--- src/rtl/systolic_pkg.sv ---
// Shared definitions for the systolic-array sequencer: state encoding and phase-length helpers.
package systolic_pkg;

    typedef enum logic [2:0] {
        S_IDLE    = 3'd0,
        S_LD_W    = 3'd1,
        S_LD_A    = 3'd2,
        S_FILL    = 3'd3,
        S_CAPTURE = 3'd4,
        S_UNLOAD  = 3'd5,
        S_DONE    = 3'd6
    } state_e;

    function automatic int fill_len(input int cols, input int dsp_delay);
        return cols * dsp_delay;
    endfunction

    function automatic int capture_len(input int rows, input int dsp_delay);
        return dsp_delay * (rows - 1) + rows;
    endfunction

    function automatic int max_int(input int a, input int b);
        return (a > b) ? a : b;
    endfunction

    // Bits needed for a counter running 0..n-1, never less than one.
    function automatic int width_for(input int n);
        return (n <= 2) ? 1 : $clog2(n);
    endfunction

    localparam int DEF_ROWS  = 16;
    localparam int DEF_COLS  = 16;
    localparam int DEF_ROW_W = width_for(DEF_ROWS);
    localparam int DEF_CNT_W = width_for(max_int(fill_len(DEF_COLS, 1), capture_len(DEF_ROWS, 1)));

endpackage

--- src/rtl/systolic_seq_ctrl.sv ---
// Start/done sequencer for the systolic array; outputs are registered and follow the deciding edge by one cycle.
// No backpressure: start is only accepted in IDLE, abort returns to IDLE on the next edge.
module systolic_seq_ctrl
    import systolic_pkg::*;
#(
    parameter int ROWS      = 16,
    parameter int COLS      = 16,
    parameter int DSP_DELAY = 1,
    parameter int TILE_W    = 8
) (
    input  logic                    clk,
    input  logic                    rst_n,
    input  logic                    start,
    input  logic [TILE_W-1:0]       num_tiles,
    input  logic                    reuse_weight,
    input  logic                    abort,
    output logic                    busy,
    output logic                    done,
    output logic [TILE_W-1:0]       tile_idx,
    output logic [$clog2(ROWS)-1:0] row_idx,
    output logic                    weight_buffer_load_en,
    output logic                    weight_buffer_out_en,
    output logic                    write_weight_en,
    output logic                    input_buffer_load_en,
    output logic                    input_buffer_out_en,
    output logic                    output_buffer_load_en,
    output logic                    output_buffer_out_en
);

    localparam int FILL_LEN = fill_len(COLS, DSP_DELAY);
    localparam int CAP_LEN  = capture_len(ROWS, DSP_DELAY);
    localparam int CW       = width_for(max_int(max_int(FILL_LEN, CAP_LEN), ROWS));
    localparam int RW       = $clog2(ROWS);

    state_e            state_q, state_d;
    logic [CW-1:0]     cnt_q, cnt_d, last_cnt;
    logic [TILE_W-1:0] tile_d, num_q, num_d;
    logic              reuse_q, reuse_d, phase_end;

    logic              busy_d, done_d, in_rows_d, reuse_tile_d;
    logic [RW-1:0]     row_idx_d;

    always_comb begin
        case (state_q)
            S_LD_W, S_LD_A, S_UNLOAD: last_cnt = CW'(ROWS - 1);
            S_FILL:                   last_cnt = CW'(FILL_LEN - 1);
            S_CAPTURE:                last_cnt = CW'(CAP_LEN - 1);
            default:                  last_cnt = '0;
        endcase
        phase_end = (cnt_q == last_cnt);

        state_d = state_q;
        cnt_d   = cnt_q + CW'(1);
        tile_d  = tile_idx;
        num_d   = num_q;
        reuse_d = reuse_q;

        if (abort) begin
            state_d = S_IDLE;
            tile_d  = '0;
        end else begin
            case (state_q)
                S_IDLE: begin
                    if (start) begin
                        num_d   = num_tiles;
                        reuse_d = reuse_weight;
                        tile_d  = '0;
                        state_d = (num_tiles == '0) ? S_DONE : S_LD_W;
                    end
                end
                S_LD_W:    if (phase_end) state_d = S_LD_A;
                S_LD_A:    if (phase_end) state_d = S_FILL;
                S_FILL:    if (phase_end) state_d = S_CAPTURE;
                S_CAPTURE: if (phase_end) state_d = S_UNLOAD;
                S_UNLOAD: begin
                    if (phase_end) begin
                        // Compare against num-1 so a full-scale tile count never wraps tile_idx.
                        if (tile_idx == num_q - TILE_W'(1)) begin
                            state_d = S_DONE;
                        end else begin
                            tile_d  = tile_idx + TILE_W'(1);
                            state_d = reuse_q ? S_LD_A : S_LD_W;
                        end
                    end
                end
                S_DONE:  state_d = S_IDLE;
                default: state_d = S_IDLE;
            endcase
        end

        if (state_d != state_q || state_q == S_IDLE) cnt_d = '0;
    end

    // Outputs are decoded from next state so that the registered copies line up with state_q.
    always_comb begin
        in_rows_d    = (state_d inside {S_LD_W, S_LD_A, S_UNLOAD});
        reuse_tile_d = reuse_d && (tile_d != '0);
        busy_d       = !(state_d inside {S_IDLE, S_DONE});
        done_d       = (state_d == S_DONE);
        row_idx_d    = in_rows_d ? cnt_d[RW-1:0] : '0;
    end

    always_ff @(posedge clk or negedge rst_n) begin
        if (!rst_n) begin
            state_q               <= S_IDLE;
            cnt_q                 <= '0;
            num_q                 <= '0;
            reuse_q               <= 1'b0;
            tile_idx              <= '0;
            row_idx               <= '0;
            busy                  <= 1'b0;
            done                  <= 1'b0;
            weight_buffer_load_en <= 1'b0;
            weight_buffer_out_en  <= 1'b0;
            write_weight_en       <= 1'b0;
            input_buffer_load_en  <= 1'b0;
            input_buffer_out_en   <= 1'b0;
            output_buffer_load_en <= 1'b0;
            output_buffer_out_en  <= 1'b0;
        end else begin
            state_q               <= state_d;
            cnt_q                 <= cnt_d;
            num_q                 <= num_d;
            reuse_q               <= reuse_d;
            tile_idx              <= tile_d;
            row_idx               <= row_idx_d;
            busy                  <= busy_d;
            done                  <= done_d;
            weight_buffer_load_en <= (state_d == S_LD_W);
            weight_buffer_out_en  <= (state_d == S_LD_A) && !reuse_tile_d;
            write_weight_en       <= (state_d == S_LD_A) && !reuse_tile_d;
            input_buffer_load_en  <= (state_d == S_LD_A);
            input_buffer_out_en   <= (state_d inside {S_FILL, S_CAPTURE, S_UNLOAD});
            output_buffer_load_en <= (state_d == S_CAPTURE);
            output_buffer_out_en  <= (state_d == S_UNLOAD);
        end
    end

endmodule

--- config.mk ---
export PLATFORM = sky130hd
export DESIGN_NAME = systolic_seq_ctrl
export DESIGN_NICKNAME = d
export VERILOG_FILES = /design/src/rtl/systolic_pkg.sv /design/src/rtl/systolic_seq_ctrl.sv
export SDC_FILE = /design/constraint.sdc
export NUM_CORES = 1
export LEC_CHECK = 0
export CORE_MARGIN = 5
export CORE_UTILIZATION = 50
export CTS_BUF_LIST = sky130_fd_sc_hd__clkbuf_8
export DETAILED_ROUTE_END_ITERATION = 10
export PLACE_DENSITY = 0.75
export SLEW_MARGIN = 20
export SYNTH_ARGS = -nofsm -noshare
export SYNTH_HDL_FRONTEND = slang
export SYNTH_SLANG_ARGS = --single-unit
export TNS_END_PERCENT = 20
--- constraint.sdc ---
create_clock -name clk -period 5.65 [get_ports clk]
set_input_delay 1.13 -clock clk [delete_from_list [all_inputs] [get_ports clk]]
set_output_delay 1.13 -clock clk [all_outputs]
set_load 0.01 [all_outputs]
# After elaboration in Yosys (flattened, before gate mapping)
# Cells that the tools add are included.
[word_totals]
ff_bits = 37
latch_bits = 0
ramBits = 0
romBits = 0
in_bits = 13
word_cells = 68
mem_count = 0
[op_classes]
n_addsub = 3
mul = 0
div = 0
magnitude_cmp = 0
n_eq_ne = 14
shifts = 0
muxes = 22
n_bitwise = 1
n_reduce_logical = 14
[ops]
columns = ["cell", "count"]
rows = [
  ["$mux W8", 4],
  ["$mux W3", 9],
  ["$pmux W3 S6", 1],
  ["$pmux W8 S2", 1],
  ["$eq A3 B3 Y1 const B", 5],
  ["$eq A3 B2 Y1 const B", 4],
  ["$pmux W5 S2", 1],
  ["$add A8 B1 Y8 const B", 1],
  ["$eq A8 B8 Y1", 1],
  ["$logic_not A8 Y1", 1],
  ["$reduce_bool A8 Y1", 1],
  ["$sub A8 B1 Y8 const B", 1],
  ["$eq A3 B1 Y1 const B", 2],
  ["$logic_not A3 Y1", 2],
  ["$reduce_bool A3 Y1", 2],
  ["$add A5 B1 Y5 const B", 1],
  ["$eq A5 B5 Y1", 1],
  ["$mux W5", 1],
  ["$mux W4", 1],
  ["$reduce_or A4 Y1", 1],
  ["$mux W1", 3],
  ["$ne A3 B3 Y1", 1],
  ["$reduce_and A3 Y1", 1],
  ["$logic_and A1 B1 Y1", 2],
  ["other kinds (5)", 6],
]

# Depth between registers and ports, before layout
# Gate-level depths: netlist of the first run.
[depth]
depth_word = 11
mapped_depth = 14

# Least setup slack after synthesis of the first run
# Ideal clock, no wire load.
[synth_path]
path_kind = "reg2reg"
start = "reg num_q[0]"
end = "reg write_weight_en"
arrival_ns = 3.001
t_required_ns = 5.584
setup_slack_ns = 2.583
stages_incl_launch_ff = 14
synth_period_minus_slack_ns = 3.067
cell_sequence = "dfrtp_1 inv_1 ha_1 clkbuf_1 o21bai_1 a2111oi_0 a311oi_1 a211oi_2 buf_2 nor4_1 o22a_1 or4_1 o41ai_2 and2_1"
[synth_via]
elab_chain_len = 10
[synth_rtl]
columns = ["element", "line_no", "source"]
rows = [
  ["start, declared", "systolic_seq_ctrl.sv:37", "logic [TILE_W-1:0] tile_d, num_q, num_d;"],
  ["start signal, assigned", "systolic_seq_ctrl.sv:123", "num_q <= num_d;"],
  ["$sub A8 B1 Y8", "systolic_seq_ctrl.sv:78", "if (tile_idx == num_q - TILE_W'(1)) begin"],
  ["$eq A8 B8 Y1", "systolic_seq_ctrl.sv:78", ""],
  ["$mux W8", "systolic_seq_ctrl.sv:78", ""],
  ["$mux W8", "systolic_seq_ctrl.sv:76", "if (phase_end) begin"],
  ["$pmux W8 S2", "systolic_seq_ctrl.sv:62", "case (state_q)"],
  ["$mux W8", "systolic_seq_ctrl.sv:58", "if (abort) begin"],
  ["named net tile_d[4]", "systolic_seq_ctrl.sv:37", ""],
  ["$reduce_bool A8 Y1", "systolic_seq_ctrl.sv:97", "reuse_tile_d = reuse_d && (tile_d != '0);"],
  ["$logic_and A1 B1 Y1", "systolic_seq_ctrl.sv:97", ""],
  ["$logic_not A1 Y1", "systolic_seq_ctrl.sv:131", "write_weight_en <= (state_d == S_LD_A) && !reuse_tile_d;"],
  ["$logic_and A1 B1 Y1", "systolic_seq_ctrl.sv:131", ""],
  ["end signal, assigned", "systolic_seq_ctrl.sv:131", ""],
  ["end, declared", "systolic_seq_ctrl.sv:23", "output logic write_weight_en,"],
]
# The timed path passes the listed nets, and every way through them passes these cells.
# A chain may end at the register's enable or synchronous reset.

# Worst setup path in the final report of the first run
# Ends and elaborated chain as after synthesis.

==> results.txt, run 1 <==
Clock tree synthesis found a total of 37 sinks. The via count came out at 1914. The height of the die came out at 77.7 um. Synthesis instantiated 60 different standard cells from the library.

The number of setup violations in the final report came out at 0. The antenna cell count came out at 0. The share of synthesized area in the top cell type comes to 0.404.

The floorplan step defined a die boundary enclosing 6040 um^2. The total wire length after detailed routing came out at 5.13 mm. The post-synthesis instance total is 248.

The total count of max-transition violations in the final report came to 0. Grouping stages by cell kind, the critical path spends the most delay in compound AO/OA/AOI/OAI gates. Dividing the synthesized area by the synthesized cell count gives 9.25 um^2. The top cell types in the final layout, fill and taps aside, are 37 x dfrtp_1, 32 x clkdlybuf4s50_1, 25 x nor2_1, 18 x nand2_1, 14 x nor3_1. The final-stage net count came out at 290. The kind of end point of the critical path is a register. Headroom to the max-slew limit came out at 0.465. The count of port buffers added during placement is 33. The required arrival time at the worst endpoint came out at 5.83 ns. The first detailed-routing pass took 4 iterations. After floorplanning, the core was sized to cover 4410 um^2. The final worst clock skew is 0.00833 ns. The placed wire-length estimate came out at 3.73 mm. The signal on the critical path passes through inv_1 -> ha_1 -> o21bai_1 -> a2111oi_0 -> a311oi_1 -> a211oi_2 -> nor2_1 -> a211o_1 -> a31oi_1 -> o41ai_2 -> and2_1.

Hold repair after CTS inserted 0 buffers. The number of buffers on the longest clock path is 2. The worst reg2reg path startpoint is num_q[0]. In this run, the number of DRC markers left after iteration 0 of detailed routing was 95. The detailed-route vias per instance came out at 5.85.

The wire length per cell came out at 15.7 um. The flow ran to the end, and the final reports show no timing, DRC or antenna violations. The setup TNS is 0 ns. The synthesized design spends more area on one cell type than any other, namely dfrtp_1. The most common flop cell mapped by yosys is dfrtp_1. The finished layout holds 327 standard cells, fillers aside. The buffer and inverter count on the worst path came out at 1. Across the VDD grid, the largest voltage drop is 0.000191 V. The net count of the mapped netlist came out at 264. The source-to-sink clock delay at the later pin of the worst-skew pair is 0.29 ns. The maximum single-stage delay on the critical path is 0.69 ns.

For the pin with the worst max-slew slack, the measured transition is 0.801 ns. The largest net degree at the start of global routing is 38. The remaining antenna violation count came out at 0. The horizontal die dimension is 77.7 um. STA puts the critical path data arrival time at 3.84 ns. The cell area after synthesis came out at 2290 um^2. In the finished design, the share of the clock period the worst path needs comes to 0.648.

Of all nets on the critical path, the largest fanout is 13. The number of clock buffers added by TritonCTS is 5. The most critical setup path has its startpoint at num_q[0]. The setup path with the least slack is of type reg -> reg.

The worst setup slack after layout is 1.99 ns. The startpoint identified for the worst hold timing path is cnt_q[3]. The DRC violation count after routing came out at 0. The post-route core utilization is 0.611. The number of global-route vias before repair came out at 1808. The sequential share of the synthesized area came out at 0.404. The synthesized flop and latch total came out at 37. The tightest min-delay check is of the reg -> reg type. The startpoint type of the worst setup path is a register. The yosys synthesis warning count came out at 0. The first global-routing pass estimated 8.61 mm of wire. The area growth from synthesis to layout is 17.6%. Across the run, the number of max-cap violations was 0.

The setup slack after placement came out at 2.03 ns. CTS placed an instance of clkbuf_8 at the clock tree root. The synthesized design contains 0 enable-type register cells.

The hold violation total from the final report was 0. The most common cell after layout, fill and taps aside is dfrtp_1. For this design the ratio of total power to cell area is 394 nW/um^2. The count of H-tree levels built during CTS came out at 2. Static timing analysis puts the maximum clock frequency at 273 MHz. In the synthesized netlist the async set-or-reset flop fraction comes to 1.00. The buffer count from post-CTS setup fixing came out at 0. The static leakage is 1.11 nW. The share of post-route cells with drive strength above 1 is 0.116. The final period demand of the worst path came out at 3.66 ns. The total global routing overflow is 0. After synthesis, the cell types taking the most area are dfrtp_1 40%, mux2_2 4.4%, nor2_1 4.1%.

In the global route stage, overall resource usage came out at 0.175. The routability congestion estimate from global placement is 0.825. The number of antenna violations at the first check in global routing came out at 0. In this run the count of I/O pins placed on the die edge is 34. The number of gates given a new drive strength after cts is 0. For this configuration, the core starts out at a cell density of 0.520. Clock-pin slew was measured on the worst setup and hold paths at 0.08 ns. The clock tree from TritonCTS is yes. Including well taps, the total number of placed cells is 319. Setup repair after global routing left no endpoint under its margin.

On the critical path, the stage with the largest delay is an instance of a211oi_2. The number of cell rows came out at 24.
-- final timing paths --
kind,slack (ns),depth (start not counted),to
max in group asynchronous,4.22,1,num_q[0]
worst min-delay path,0.62,2,cnt_q[3]
worst max register to register,1.99,11,write_weight_en
worst max-delay path,1.99,11,write_weight_en
worst min register to register,0.62,2,cnt_q[3]
min in group asynchronous,0.93,1,done
-- synth_stat cells (all sizes together), types with 5 or more instances --
library cell  instances
dfrtp                37
nor2                 25
nand2                18
nor3                 15
a21oi                 9
mux2                  9
o21ai                 9
xor2                  9
clkbuf                8
and2                  7
inv                   7
nand3                 7
a31oi                 6
buf                   6
nand2b                6
nor4                  5
xnor2                 5
-- state kept, by name, indices dropped and copies added (netlist names) --
signal	count
num_q	8
tile_idx	8
cnt_q	5
row_idx	4
state_q	3
busy	1
done	1
input_buffer_load_en	1
input_buffer_out_en	1
output_buffer_load_en	1
output_buffer_out_en	1
reuse_q	1
weight_buffer_load_en	1
write_weight_en	1
-- cell type report --
class | count | area (um^2)
inverters | 7 | 26.3
fillers | 390 | 1720
multi-input cells | 190 | 1270
well taps | 52 | 65.1
repair buffers | 33 | 325
clock buffers | 5 | 68.8
flip-flops and latches | 37 | 926
clock inverters | 3 | 17.5
-- kinds of logic (layout without fill, tap and decap cells) --
group,after synthesis,count (layout),share of synthesized area
and+or+nand+nor,106,106,0.245
AOI/OAI and AO/OA,54,54,0.176
DFF,37,37,0.404
buffers and inverters,21,48,0.0436
xor gates and xnor gates,14,14,0.0535
muxes,13,13,0.0616
adders and majority gates,3,3,0.0164
-- per-stage QoR --
step | power (mW) | cell area (um^2) | hold slack (ns)
2_1_floorplan | 0.771 | 2290 | 0.544
3_3_place_gp | 0.879 | 2610 | 0.596
3_5_place_dp | 0.888 | 2610 | 0.602
4_1_cts | 1.07 | 2700 | 0.623
5_1_grt | 1.15 | 2700 | 0.655
6_report | 1.06 | 2700 | 0.618
-- routing by layer --
| metal | GRT usage | share of wire | routed length (um) | vias to the layer above |
|---|---|---|---|---|
| li1 | - | - | - | 950 |
| met1 | 0.242 | 0.47 | 2410 | 906 |
| met2 | 0.270 | 0.46 | 2360 | 51 |
| met3 | 0.0451 | 0.060 | 306 | 7 |
| met4 | 0.0498 | 0.011 | 55 | 0 |
| met5 | 0 | 0 | 0 | - |
-- power by group --
group          total [mW]  internal, mW  switching (mW)  leakage, nW
combinational       0.467         0.205           0.262        0.576
sequential          0.418         0.324          0.0945        0.493
clock               0.178        0.0850          0.0929       0.0439
-- worst register-to-register path, cell delays in order (launching register included) --
cell	delay [ns]
dfrtp_1	0.45
inv_1	0.08
ha_1	0.30
o21bai_1	0.19
a2111oi_0	0.45
a311oi_1	0.11
a211oi_2	0.69
nor2_1	0.34
a211o_1	0.36
a31oi_1	0.29
o41ai_2	0.12
and2_1	0.16
Note: power is estimated with default switching activity, not from simulation.
==> run 2, diff against run 1 <==
==> constraint.sdc (replaced) <==
create_clock -name clk -period 3.74 [get_ports clk]
set_input_delay 0.748 -clock clk [delete_from_list [all_inputs] [get_ports clk]]
set_output_delay 0.748 -clock clk [all_outputs]
set_load 0.01 [all_outputs]
==> results.txt, run 2 (synthesized netlist as in run 1, its figures left out) <==
The flow ran to the end, and the final reports show no timing, DRC or antenna violations. The smallest hold slack is 0.534 ns. The total wire length after detailed routing came out at 5.47 mm. The first detailed-routing pass took 4 iterations.

Counting along the longest clock path gives a buffer depth of 2. Of all nets on the critical path, the largest fanout is 13. The path class of the tightest hold or removal check is in -> async. The number of hold buffers added after CTS was 0. Entering global routing, the biggest net connects 38 pins. The number of setup violations in the final report is 0. For the pin with the worst max-slew slack, the measured transition is 0.798 ns. TritonCTS built the clock tree.

Measured in cells, the most critical reg-to-reg path has a length of 11. The placement-stage cell area is 2650 um^2. The buffer count from post-CTS setup fixing is 0. At the worst endpoint, the arrival time is 3.59 ns. The post-route core utilization came out at 0.622. The number of I/O pins is 34. The number of antenna violations at the first check in global routing is 0.

The library cell used most frequently in the layout, excluding fill and tap cells, is dfrtp_1. The height of the die came out at 77.7 um. The DRC violation total after the first TritonRoute iteration is 92. The final instance area is 2750 um^2. After detailed routing, the average wire length per cell comes to 16.5 um. The final worst clock skew came out at 0.00656 ns. The floorplan step defined a die boundary enclosing 6040 um^2.

The overall global routing resource usage is 0.193. Counting every sink on the clock net gives 37. Power spread over the standard cell area amounts to 604 nW/um^2. The peak supply drop came out at 0.000305 V.

In the layout the commonest cells are 37 x dfrtp_1, 32 x clkdlybuf4s50_1, 25 x nor2_1, 18 x nand2_1, 14 x nor3_1. The static leakage came out at 1.14 nW. The routed layout has 1925 vias. The number of buffers created by CTS came out at 5. The power consumption is 1.66 mW. The count of port buffers added during placement came out at 33. After clock tree synthesis, the clock-pin slew on the worst setup and hold paths is 0.08 ns. The maximum single-stage delay on the critical path came out at 0.52 ns. The total instance count after detailed placement is 324. Setup repair after global routing left no endpoint under its margin. The initial standard-cell utilization of the core came out at 0.520.

The total global routing overflow came out at 0. The first-pass GRT wire length is 9.57 mm. In the final layout, the registers with the most flip-flops are num_q: 8 flops, tile_idx: 8 flops, cnt_q: 5 flops. STA classifies the critical path startpoint as a register. From synthesis to final layout, the design area changed by 19.7%. Traced cell by cell, the critical path runs through inv_1 -> ha_1 -> o21bai_1 -> a2111oi_0 -> a311oi_1 -> a211oi_4 -> nor4_1 -> o22a_1 -> or4_1 -> o41ai_2 -> and2_1. The die is 77.7 um wide. The antenna cell count is 0. The finished layout holds 332 standard cells, fillers aside. For this run, design rule violations remaining after detail routing come to 0. The share of post-route cells with drive strength above 1 came out at 0.132. The required arrival time at the worst endpoint came out at 3.98 ns. The setup slack after placement is 0.274 ns.

On the critical path, the stage with the largest delay is an instance of a211oi_4. The cell at the root of the clock tree is clkbuf_8. The number of global-route vias before repair came out at 1957. The remaining antenna violation count came out at 0. The count of H-tree levels built during CTS came out at 2. Dividing the final minimum period by the clock period gives 0.895. The number of gates resized after CTS was 0. The maximum achievable frequency came out at 299 MHz. The total count of max-transition violations in the final report was 0.

The routability congestion estimate from global placement came out at 0.853. The hold violation total from the final report is 0. STA classifies the critical path endpoint as a register.

The count of max-cap constraint violations came out at 0. The worst-case headroom to the max-slew limit came out at 0.468. The placed wire-length estimate came out at 3.91 mm. The final period demand of the worst path came out at 3.35 ns. The worst setup slack after layout is 0.392 ns. The source-to-sink clock delay at the later pin of the worst-skew pair came out at 0.29 ns. The floorplan has 24 rows. In the final timing run, aggregate negative setup slack is 0 ns. Dividing the detail-routed via count by the number of cells gives 5.80. The final layout contains 295 nets. After floorplanning, the core was sized to cover 4410 um^2.

The class of the most critical setup path is reg -> reg. The filler cells instantiated in the layout total 395.
-- run 2: final timing paths --
check | start | endpoint | slack [ns]
max | num_q[0] | write_weight_en | 0.39
min in group clk | num_q[5] | num_q[5] | 0.61
max reg2reg | num_q[0] | write_weight_en | 0.39
min | rst_n | output_buffer_out_en | 0.53
min reg2reg | num_q[5] | num_q[5] | 0.61
max in group asynchronous | rst_n | tile_idx[5] | 2.69
-- run 2: worst max-delay path, delay by kind of cell (launching register included) --
family	cells	cell delay, ns
compound gates	6	1.67
fa+ha+maj	1	0.31
buf+inv	1	0.08
flops	1	0.44
simple gates	3	0.80
-- run 2: cell type report --
cell class,instances,area [um^2],share of cell area
Multi-Input combinational cell,190,1270,0.464
Tap cell,52,65.1,0.0237
Timing Repair Buffer,38,363,0.132
Inverter,7,26.3,0.00957
Clock buffer,5,68.8,0.0251
Clock inverter,3,21.3,0.00775
Sequential cell,37,926,0.337
-- run 2: report_power, final --
group	total (mW)	leakage, nW	internal [mW]	switching, mW
clock network	0.286	0.0445	0.132	0.154
registers	0.613	0.493	0.489	0.123
logic	0.760	0.601	0.325	0.434
-- run 2: layer usage --
metal	up-vias	part of all wire	track usage
met5	-	0	0
met4	0	0.010	0.0447
met3	6	0.056	0.0544
met2	47	0.47	0.306
met1	911	0.47	0.263
li1	961	-	-
